**src/rtl/cmp_config_loader_if.sv**
```systemverilog
// Signal bundle between the config loader, its input byte FIFO and the comparator memory.
// Width defaults for the global hash defines apply only when the build does not supply them.
`ifndef NUM_HASHES
`define NUM_HASHES 8
`endif
`ifndef HASH_NUM_MSB
`define HASH_NUM_MSB 2
`endif
`ifndef HASH_COUNT_MSB
`define HASH_COUNT_MSB 3
`endif

interface cmp_config_loader_if;
    logic [7:0]                 din;
    logic                       empty;
    logic                       rd_en;
    logic                       cmp_idle;
    logic                       busy;
    logic [7:0]                 dout;
    logic                       wr_en;
    logic [`HASH_NUM_MSB+2:0]   wr_addr;
    logic [`HASH_COUNT_MSB:0]   hash_count;
    logic                       loaded;
    logic                       done;
    logic                       error;

    modport master (
        input  din, empty, cmp_idle,
        output rd_en, busy, dout, wr_en, wr_addr, hash_count, loaded, done, error
    );

    modport slave (
        output din, empty, cmp_idle,
        input  rd_en, busy, dout, wr_en, wr_addr, hash_count, loaded, done, error
    );
endinterface

```
**src/rtl/cmp_config_loader.sv**
```systemverilog
// Parses comparator-configuration packets from a FWFT byte FIFO into the comparator hash memory.
// Optional feature macro: CMP_CONFIG_CHECKSUM_EN adds an XOR checksum byte before the terminator.
`ifndef NUM_HASHES
`define NUM_HASHES 8
`endif
`ifndef HASH_NUM_MSB
`define HASH_NUM_MSB 2
`endif
`ifndef HASH_COUNT_MSB
`define HASH_COUNT_MSB 3
`endif

module cmp_config_loader #(
    parameter logic [7:0] MAGIC = 8'hCC
) (
    input  logic                CLK,
    input  logic                RST,
    cmp_config_loader_if.master bus
);

    localparam int PTR_W = `HASH_NUM_MSB + 3;
    localparam int HC_W  = `HASH_COUNT_MSB + 1;
    localparam logic [15:0] MAX_N = 16'(`NUM_HASHES);

    typedef enum logic [2:0] {
        IDLE,
        CNT_HI,
        WAIT_IDLE,
        DATA,
`ifdef CMP_CONFIG_CHECKSUM_EN
        CHECKSUM,
`endif
        TERM,
        DRAIN
    } state_t;

    state_t           state;
    logic [7:0]       cnt_lo;
    logic [15:0]      hdr_n;
    logic [HC_W-1:0]  n_hc;
    logic [PTR_W-1:0] byte_ptr;
    logic [PTR_W-1:0] last_ptr;
    logic             pop;
`ifdef CMP_CONFIG_CHECKSUM_EN
    logic [7:0]       csum;
`endif

    assign hdr_n     = {bus.din, cnt_lo};
    assign pop       = !bus.empty && (state != WAIT_IDLE);
    assign bus.rd_en = pop && !RST;
    assign bus.busy  = (state != IDLE);

    always_ff @(posedge CLK or posedge RST) begin
        if (RST) begin
            state          <= IDLE;
            cnt_lo         <= '0;
            n_hc           <= '0;
            byte_ptr       <= '0;
            last_ptr       <= '0;
            bus.dout       <= '0;
            bus.wr_en      <= 1'b0;
            bus.wr_addr    <= '0;
            bus.hash_count <= '0;
            bus.loaded     <= 1'b0;
            bus.done       <= 1'b0;
            bus.error      <= 1'b0;
`ifdef CMP_CONFIG_CHECKSUM_EN
            csum           <= '0;
`endif
        end else begin
            bus.wr_en <= 1'b0;
            bus.done  <= 1'b0;
            if (state == WAIT_IDLE) begin
                // Holding here keeps busy high, so the comparator cannot be started under us.
                if (bus.cmp_idle) state <= DATA;
            end else if (pop) begin
                case (state)
                    IDLE: begin
                        cnt_lo    <= bus.din;
                        bus.error <= 1'b0;
                        state     <= CNT_HI;
                    end
                    CNT_HI: begin
                        byte_ptr <= '0;
                        n_hc     <= HC_W'(hdr_n);
                        last_ptr <= PTR_W'({hdr_n, 2'b00} - 18'd1);
`ifdef CMP_CONFIG_CHECKSUM_EN
                        csum     <= '0;
`endif
                        if (hdr_n == 16'd0 || hdr_n > MAX_N) begin
                            bus.error <= 1'b1;
                            state     <= DRAIN;
                        end else begin
                            state     <= WAIT_IDLE;
                        end
                    end
                    DATA: begin
                        bus.dout    <= bus.din;
                        bus.wr_addr <= byte_ptr;
                        bus.wr_en   <= 1'b1;
                        byte_ptr    <= byte_ptr + 1'b1;
`ifdef CMP_CONFIG_CHECKSUM_EN
                        csum        <= csum ^ bus.din;
                        if (byte_ptr == last_ptr) state <= CHECKSUM;
`else
                        if (byte_ptr == last_ptr) state <= TERM;
`endif
                    end
`ifdef CMP_CONFIG_CHECKSUM_EN
                    CHECKSUM: begin
                        if (bus.din != csum) begin
                            bus.error <= 1'b1;
                            state     <= DRAIN;
                        end else begin
                            state     <= TERM;
                        end
                    end
`endif
                    TERM: begin
                        if (bus.din == MAGIC) begin
                            bus.hash_count <= n_hc;
                            bus.loaded     <= 1'b1;
                            bus.done       <= 1'b1;
                            state          <= IDLE;
                        end else begin
                            bus.error      <= 1'b1;
                            state          <= DRAIN;
                        end
                    end
                    DRAIN: begin
                        if (bus.din == MAGIC) state <= IDLE;
                    end
                    default: state <= IDLE;
                endcase
            end
        end
    end

endmodule

```
**src/flat_wrapper.sv**
```systemverilog
// flat-port wrapper written by rule: the top's interface ports become plain ports
module cmp_config_loader_flat 
#(
    parameter logic [7:0] MAGIC = 8'hCC
)
  (CLK, RST, bus_din, bus_empty, bus_cmp_idle, bus_rd_en, bus_busy, bus_dout, bus_wr_en, bus_wr_addr, bus_hash_count, bus_loaded, bus_done, bus_error);
  cmp_config_loader_if bus_i ();
  input  logic CLK;
  input  logic RST;
  input wire logic [$bits(bus_i.din)-1:0] bus_din;
  input wire logic [$bits(bus_i.empty)-1:0] bus_empty;
  input wire logic [$bits(bus_i.cmp_idle)-1:0] bus_cmp_idle;
  output wire logic [$bits(bus_i.rd_en)-1:0] bus_rd_en;
  output wire logic [$bits(bus_i.busy)-1:0] bus_busy;
  output wire logic [$bits(bus_i.dout)-1:0] bus_dout;
  output wire logic [$bits(bus_i.wr_en)-1:0] bus_wr_en;
  output wire logic [$bits(bus_i.wr_addr)-1:0] bus_wr_addr;
  output wire logic [$bits(bus_i.hash_count)-1:0] bus_hash_count;
  output wire logic [$bits(bus_i.loaded)-1:0] bus_loaded;
  output wire logic [$bits(bus_i.done)-1:0] bus_done;
  output wire logic [$bits(bus_i.error)-1:0] bus_error;
  assign bus_i.din = bus_din;
  assign bus_i.empty = bus_empty;
  assign bus_i.cmp_idle = bus_cmp_idle;
  assign bus_rd_en = bus_i.rd_en;
  assign bus_busy = bus_i.busy;
  assign bus_dout = bus_i.dout;
  assign bus_wr_en = bus_i.wr_en;
  assign bus_wr_addr = bus_i.wr_addr;
  assign bus_hash_count = bus_i.hash_count;
  assign bus_loaded = bus_i.loaded;
  assign bus_done = bus_i.done;
  assign bus_error = bus_i.error;
  cmp_config_loader #(.MAGIC(MAGIC)) u_core (.CLK(CLK), .RST(RST), .bus(bus_i));
endmodule
```
**config.mk**
```make
export PLATFORM = sky130hd
export DESIGN_NAME = cmp_config_loader_flat
export DESIGN_NICKNAME = d
export VERILOG_FILES = /design/src/rtl/cmp_config_loader_if.sv /design/src/rtl/cmp_config_loader.sv /design/src/flat_wrapper.sv
export SDC_FILE = /design/constraint.sdc
export NUM_CORES = 1
export LEC_CHECK = 0
export ABC_AREA = 1
export CORE_MARGIN = 5
export CORE_UTILIZATION = 55
export CTS_CLUSTER_SIZE = 20
export DETAILED_ROUTE_END_ITERATION = 6
export GPL_TIMING_DRIVEN = 0
export PLACE_DENSITY = 0.82
export RECOVER_POWER = 25
export SYNTH_ARGS = -nofsm -noshare
export SYNTH_HDL_FRONTEND = slang
export SYNTH_SLANG_ARGS = --single-unit
```
**constraint.sdc**
```tcl
create_clock -name CLK -period 4.4 [get_ports CLK]
set_clock_uncertainty 0.15 [all_clocks]
set_input_delay 0.44 -clock CLK [delete_from_list [all_inputs] [get_ports CLK]]
set_output_delay 0.44 -clock CLK [all_outputs]
set_load 0.1 [all_outputs]
```
# After elaboration in Yosys (flattened, before gate mapping)
# Index checks and enable logic that the tools add are counted.
[word_totals]
out_inout_bits = 23
elab_cells = 66
reg_bits = 46
[classes]
order_cmp = 1
eq_ne = 13
n_bitwise = 1
reduce_logical = 18
addsub = 2
muxes = 19
[op_table]
columns = ["cell", "count"]
rows = [
  ["3-bit 2-to-1 mux", 7],
  ["16-bit by 4-bit > comparator with 1-bit output, second input constant", 1],
  ["16-bit logical NOT", 1],
  ["3-bit one-hot mux with 5 select lines", 1],
  ["3-bit AND reduction", 4],
  ["5-bit one-hot mux with 2 select lines", 1],
  ["1-bit 2-to-1 mux", 9],
  ["8-bit == test, second input constant", 1],
  ["4-bit AND reduction", 2],
  ["3-bit by 2-bit == test with 1-bit output, second input constant", 2],
  ["3-bit == test, second input constant", 2],
  ["3-bit by 1-bit inequality test with 1-bit output, second input constant", 2],
  ["3-bit nonzero test", 2],
  ["5-bit by 1-bit adder with 5-bit output, second input constant", 1],
  ["5-bit == test", 1],
  ["5-bit AND reduction", 1],
  ["5-bit by 1-bit subtractor with 5-bit output, second input constant", 1],
  ["2-bit inequality test, second input constant", 2],
  ["2-bit nonzero test", 2],
  ["3-bit by 1-bit == test with 1-bit output, second input constant", 1],
  ["3-bit logical NOT", 1],
  ["3-bit by 2-bit inequality test with 1-bit output, second input constant", 1],
  ["1-bit one-hot mux with 3 select lines", 1],
  ["1-bit logical AND", 2],
  ["other kinds (4)", 5],
]

# Longest topological paths before layout
# Gate-level depths: netlist of run 1.
[logic_depth]
word_depth = 6
depth_mapped = 11
ltp_nobuf = 11

# Worst setup path after synthesis of run 1
# Ideal clock, no wire load.
[synth_path]
path_type = "register to output"
startpoint = "register u_core.state[1]"
endpoint = "output port bus_rd_en"
required_time_ns = 3.810
setup_slack_ns = 1.909
arrival_ns = 1.901
path_buffers = 1
path_stages_with_launch = 5
path_cell_list = "dfrtp_1 buf_6 nand3_2 nand2_2 nor2_1"
[synth_between]
elab_chain_cells = 3
[synth_lines]
columns = ["item", "line_no", "source"]
rows = [
  ["start: declaration", "cmp_config_loader.sv:37", "state_t state;"],
  ["start signal: assignment", "cmp_config_loader.sv:55", "state <= IDLE;"],
  ["start signal: assignment", "cmp_config_loader.sv:75", "if (bus.cmp_idle) state <= DATA;"],
  ["start signal: assignment", "cmp_config_loader.sv:81", "state <= CNT_HI;"],
  ["3-bit by 2-bit inequality test with 1-bit output", "cmp_config_loader.sv:49", "assign pop = !bus.empty && (state != WAIT_IDLE);"],
  ["1-bit logical AND", "cmp_config_loader.sv:49", ""],
  ["1-bit logical AND", "cmp_config_loader.sv:50", "assign bus.rd_en = pop && !RST;"],
  ["end: declaration", "flat_wrapper.sv:13", "output wire logic [$bits(bus_i.rd_en)-1:0] bus_rd_en;"],
]
# No other way between the ends.

# Final worst setup path of run 1
[layout_path]
startpoint = "input port bus_empty"
endpoint = "output port bus_rd_en"
[layout_between]
elab_chain_cells = 3
[layout_lines]
columns = ["item", "line_no", "source"]
rows = [
  ["start: declaration", "flat_wrapper.sv:11", "input wire logic [$bits(bus_i.empty)-1:0] bus_empty;"],
  ["1-bit logical NOT", "cmp_config_loader.sv:49", ""],
  ["1-bit logical AND", "cmp_config_loader.sv:49", ""],
  ["1-bit logical AND", "cmp_config_loader.sv:50", ""],
]
# No other way between the ends.

==> out/metrics.cfg, run 1 <==
[run_status]
status = finished, violations left
violations = capacitance limit, slew limit

[detailed_routing]
avgRoutedWirePerCell_um = 12.2
dr_wl_met3_um = 158
drc = 0
totalWireLength_mm = 4.14
detail-route-antenna-nets = 0
wl_met1_mm = 1.85
first_pass_iters = 4
drt_iter0_markers = 91
maxUsedRoutingLayer = met4
vias = 1690
route.met2.wl_mm = 2.07
routed_via_density = 5.00

[grt]
antenna_found_initial = 0
grt_pass1_wl_mm = 7.26
grt_use_total_pct = 18.0
overflow = 0
first_global_vias = 1662
grt_start_max_net_pins = 33

[worst_setup_path]
crit_path_end_kind = primary output
arrival_ns = 2.34
path_buf_inv = 3
ff2ff_setup_slack_ns = 2.81
timing.critical_path.cells = clkdlybuf4s50_1, inv_2, nand2_2, nor2_1, clkdlybuf4s50_1
ff2ff_path_depth = 7
required_ns = 3.81
path_class = in -> out
critPathMaxStageDelay_ns = 1.13
cp-start-kind = primary input
cp.depth = 5
cp_slowest_cell = clkdlybuf4s50_1
critPathTopFamily = buffers and inverters
path_max_fanout = 4
crit_top_cell = clkdlybuf4s50_1

[floorplan]
dieArea_um2 = 5160
ios = 35
start_util_pct = 57.0
rows = 22
design.core.area_um2 = 3690
chipWidth_um = 71.8
die_h_um = 71.8

[sta]
layout_worst_path_cycle_share_pct = 66.5
hold_violations = 0
worstMarginPinSlew_ns = 1.68
maxSlewHeadroom_pct = -11.7
fin_ws_ns = 1.47
fin_setup_tns_ns = 0
timing.fmax_mhz = 342
min_period_ns = 2.93
rsz0062_at_grt = no
maxSlewViolCount = 33
setup_violations = 0

[synthesis]
synth_top_area_share_pct = 53.5
async_flop_share_pct = 100
synth_cells = 247
synthTopCellsByCount = nand2_1, dfrtp_1, inv_1
synth_most_common_cell = nand2_1
synth_edf_count = 0
yosys-top-cells-area = dfrtp_1, nand2_1, inv_1, o21ai_1, nor2_1
yosys.area.top_type = dfrtp_1
syn_area_um2 = 2100
ys_seq_area_share_pct = 53.5
syn-num-nets = 262
synth_area_per_cell_um2 = 8.52
synthFlopType = dfrtp_1
synth-seq-cells = 45
synth_warnings = 0
synth_cell_types = 26

[worst_hold_path]
hold_class = reg -> reg
hold_depth = 1

[final_layout]
drive_gt1_share_pct = 10.7
final_area_um2 = 2620
multiInputGateArea_um2 = 778
layout.nets = 304
area_growth_pct = 24.7
n_antenna_cell = 0
final_cells = 338
fin_util_pct = 71.1
fillers = 296
seq_area_um2 = 1130

[cts]
path_clk_slew_ns = 0.08
tritoncts = done
numCtsBuffers = 5
ctsResizeCount = 0
htree_levels = 2
clk_root_buffer_cell = clkbuf_8
cts_buffer_depth = 2
cts.sinks = 45
ctsHoldBuffers = 0
insertion_delay_ns = 0.29
post_cts_buffers = 0

[placement]
dp.cells = 330
place_congestion = 0.873
io_buffers = 34
post-place-ws_ns = 1.47
hpwl_mm = 3.09
placed_cell_area_um2 = 2520

[flow_run]
drv_cap = 1

[pwr]
peakVddDrop_uv = 519
p_clk_share_pct = 24.9
swShare_pct = 36.1
switching_power_w = 0.000461
pwr-share-comb_pct = 32.7
power.leakage_nw = 1.31
seqPwrFrac_pct = 42.4
p_per_area_nw_per_um2 = 486
p_int_w = 0.000815

[cells in the final DEF (no fill, tap or decap), drive strengths merged]
cell           synthesis  final
a21oi                  6      6
buf                    6      6
bufinv                 0      1
clkbuf                 0      8
clkdlybuf4s50          0     33
clkinv                 2      2
dfrtp                 45     45
dlygate4sd3            0      1
ha                     3      3
inv                   34     34
nand2                 75     75
nand3                 12     12
nand4                  3      3
nor2                  25     25
o21ai                 29     29
o21bai                 2      2
o22ai                  1      1
or2                    2      2
xnor2                  2      2
[worst register-to-register path: cells and delay by family (launching register included)]
family	cells	cell delay, ns
simple gates	4	0.46
buf+inv	2	0.36
flops	1	0.43
compound gates	1	0.08
[power groups by stage]
stage          registers [W]  logic [W]  clock network, W
6_report            0.000541   0.000417          0.000317
2_1_floorplan       0.000585   0.000287                 0
4_1_cts             0.000542   0.000423          0.000324
5_1_grt             0.000552   0.000466          0.000340
3_5_place_dp        0.000549   0.000417                 0
3_3_place_gp        0.000547   0.000407                 0
[layer usage]
layer  vias to the layer above  track usage [%]
met5                         -                0
met4                         0             7.10
li1                        853                -
met1                       799             22.3
met3                         6             4.91
met2                        32             29.9
[kinds of logic after synthesis]
logic type / count (synthesis) / synth area share, %
AND/OR/NAND/NOR: 117 / 24.7
adder cells (fa/ha/maj): 3 / 1.78
XOR/XNOR: 2 / 0.833
buffers and inverters: 42 / 9.46
AO/OA/AOI/OAI: 38 / 9.70
flip-flops: 45 / 53.5
[through the flow]
stage | hold WS (ns) | power, W
finish | 0.317 | 0.00128
global route | 0.356 | 0.00136
CTS | 0.305 | 0.00129
detailed placement | 0.306 | 0.000966
global placement | 0.297 | 0.000954
floorplan | 0.291 | 0.000872
[registers in the layout, indices dropped and copies added (netlist names)]
| signal | flops |
|---|---|
| u_core.bus.hash_count | 4 |
| u_core.byte_ptr | 5 |
| u_core.n_hc | 4 |
| u_core.cnt_lo | 8 |
| u_core.state | 3 |
| u_core.bus.wr_en | 1 |
| u_core.bus.done | 1 |
| u_core.bus.wr_addr | 5 |
| u_core.bus.dout | 8 |
| u_core.last_ptr | 4 |
| u_core.bus.loaded | 1 |
| u_core.bus.error | 1 |
[layout make-up]
type	count	share of cell area (%)
well taps	48	2.29
repair buffers	35	13.1
plain buffers	6	1.96
multi-input cells	160	29.7
inverters	36	5.63
clock inverters	1	1.14
flip-flops and latches	45	42.9
clock buffers	7	3.29
[path summary, 6_finish.rpt]
path	startpoint	end
worst max-delay path	bus_empty	bus_rd_en
worst min-delay path	u_core.bus.loaded$_DFFE_PP0P_	u_core.bus.loaded$_DFFE_PP0P_
worst max register to register	u_core.state[2]$_DFFE_PP0P_	u_core.bus.dout[4]$_DFFE_PP0P_
worst min register to register	u_core.bus.loaded$_DFFE_PP0P_	u_core.bus.loaded$_DFFE_PP0P_
max in group asynchronous	RST	u_core.cnt_lo[2]$_DFFE_PP0P_
min in group asynchronous	RST	u_core.state[0]$_DFFE_PP0P_
No activity file was read; power rests on OpenSTA's default activity.
==> inputs of run 2 (changes only) <==
CORE_UTILIZATION = 52   (was 55)
PLACE_DENSITY = 0.78   (was 0.82)
clock period = 2.95 ns   (was 4.4 ns; I/O delays follow)
==> run 2 against run 1 <==
Net effect: the run now ends clean; sequential cell count is the same; worst hold slack lost 0.065 ns; non-clock buffer count is the same; sequential power grew 49%; via count shrank 1.7%; register-to-register slack lost 1.5 ns; routed wire length shrank 2.7%; count of clock-buffer cells in the layout shrank 1; die area grew 5.0%; final area shrank 1.2%; critical path type is now reg -> out; largest power group unchanged.
==> out/metrics.cfg, run 2 (synthesized netlist as in run 1, its figures left out) <==
[run_status]
status = finished, final reports clean

[sta]
fin_ws_ns = 0.258
rsz0062_at_grt = no
min_period_ns = 2.69
maxSlewHeadroom_pct = 33.5
layout_worst_path_cycle_share_pct = 91.2
hold_violations = 0
whs_ns = 0.252
timing.fmax_mhz = 372
worstMarginPinSlew_ns = 0.994
maxSlewViolCount = 0
setup_violations = 0
fin_setup_tns_ns = 0

[detailed_routing]
detail-route-antenna-nets = 0
routed_via_density = 4.90
drc = 0
first_pass_iters = 5
vias = 1662
totalWireLength_mm = 4.03
drt_iter0_markers = 71
avgRoutedWirePerCell_um = 11.9

[grt]
grt_use_met1_pct = 22.9
top_usage_layer = met2
overflow = 0
use_met2_pct = 26.9
grt_start_max_net_pins = 39
use_met3_pct = 4.65
grt_pass1_wl_mm = 7.12
antenna_found_initial = 0
grt_use_total_pct = 17.1
first_global_vias = 1598

[worst_hold_path]
hold_class = in -> async

[worst_setup_path]
cp_slowest_cell = clkdlybuf4s50_1
rr_endpoint = u_core.bus.dout[4]$_DFFE_PP0P_
timing.critical_path.cells = inv_4, nand3_2, nand2_2, nor2_1, clkdlybuf4s50_1
required_ns = 2.51
path_class = reg -> out
ff2ff_setup_slack_ns = 1.34
path_max_fanout = 5
ff2ff_path_depth = 7
critPathMaxStageDelay_ns = 1.14
crit_path_end_kind = primary output
cp-start-kind = flip-flop
timing.rr.start = u_core.state[2]$_DFFE_PP0P_
critPathTopFamily = buffers and inverters
arrival_ns = 2.25
path_buf_inv = 2

[final_layout]
largestRegisters = u_core.bus.dout: 8 flops, u_core.cnt_lo: 8 flops
final_cell_mix = nand2_1, dfrtp_1, clkdlybuf4s50_1
final_common_cell = nand2_1
n_antenna_cell = 0
area_growth_pct = 23.3
layout.nets = 304
final_area_um2 = 2590
drive_gt1_share_pct = 10.7

[cts]
tritoncts = done
clk_root_buffer_cell = clkbuf_8
cts.sinks = 45
ctsResizeCount = 0
insertion_delay_ns = 0.29
htree_levels = 2
numCtsBuffers = 5
path_clk_slew_ns = 0.08
post_cts_buffers = 0
ctsHoldBuffers = 0
cts_buffer_depth = 2

[placement]
place_congestion = 0.788
placed_cell_area_um2 = 2530
io_buffers = 34
hpwl_mm = 3.07
post-place-ws_ns = 0.294

[floorplan]
design.core.area_um2 = 3970
rows = 23
chipWidth_um = 73.6
start_util_pct = 53.0
dieArea_um2 = 5420
die_h_um = 73.6
ios = 35

[pwr]
p_per_area_nw_per_um2 = 690
fin_total_pwr_w = 0.00179
peakVddDrop_uv = 304
power.leakage_nw = 1.29

[flow_run]
drv_cap = 0

## run 2: cell count changes in the layout (fill, tap and decap cells not counted), sizes merged
cell    before  now
clkinv       2    3
bufinv       1    0
clkbuf       8    7
## run 2: layout make-up
| cell class | instances | area, um2 |
|---|---|---|
| repair buffers | 35 | 345 |
| clock inverters | 1 | 8.76 |
| flip-flops and latches | 45 | 1130 |
| multi-input cells | 160 | 778 |
| fillers | 341 | 1380 |
| plain buffers | 6 | 51.3 |
| clock buffers | 6 | 72.6 |
| well taps | 50 | 62.6 |
| inverters | 36 | 148 |
## run 2: per-layer routing
metal  vias up  routed length (um)  part of all wire, %
li1        854                   -                    -
met1       757                1890                   47
met2        47                1860                   46
met3         4                 251                  6.2
met4         0                  30                 0.74
met5         -                   0                    0
## run 2: worst max-delay path by stage
stage	startpoint	end	slack [ns]	depth (start not counted)
3_5_place_dp	bus_empty	bus_rd_en	0.29	5
3_3_place_gp	bus_empty	bus_rd_en	0.28	5
6_report	u_core.state[2]$_DFFE_PP0P_	bus_rd_en	0.26	5
5_1_grt	u_core.state[0]$_DFFE_PP0P_	bus_rd_en	0.15	5
4_1_cts	u_core.state[2]$_DFFE_PP0P_	bus_rd_en	0.24	5
2_1_floorplan	u_core.state[1]$_DFFE_PP0P_	bus_rd_en	0.60	4
## run 2: stage by stage
stage,std cells,util [%]
global route,339,65.3
CTS,339,65.7
floorplan,247,-
detailed placement,332,63.6
finish,339,65.3
global placement,331,63.1
## run 2: power breakdown
group	switching [W]	internal [W]	total, W
clock	0.000202	0.000164	0.000366
combinational	0.000407	0.000208	0.000616
sequential	0.0000752	0.000732	0.000807
total	0.000684	0.00110	0.00179
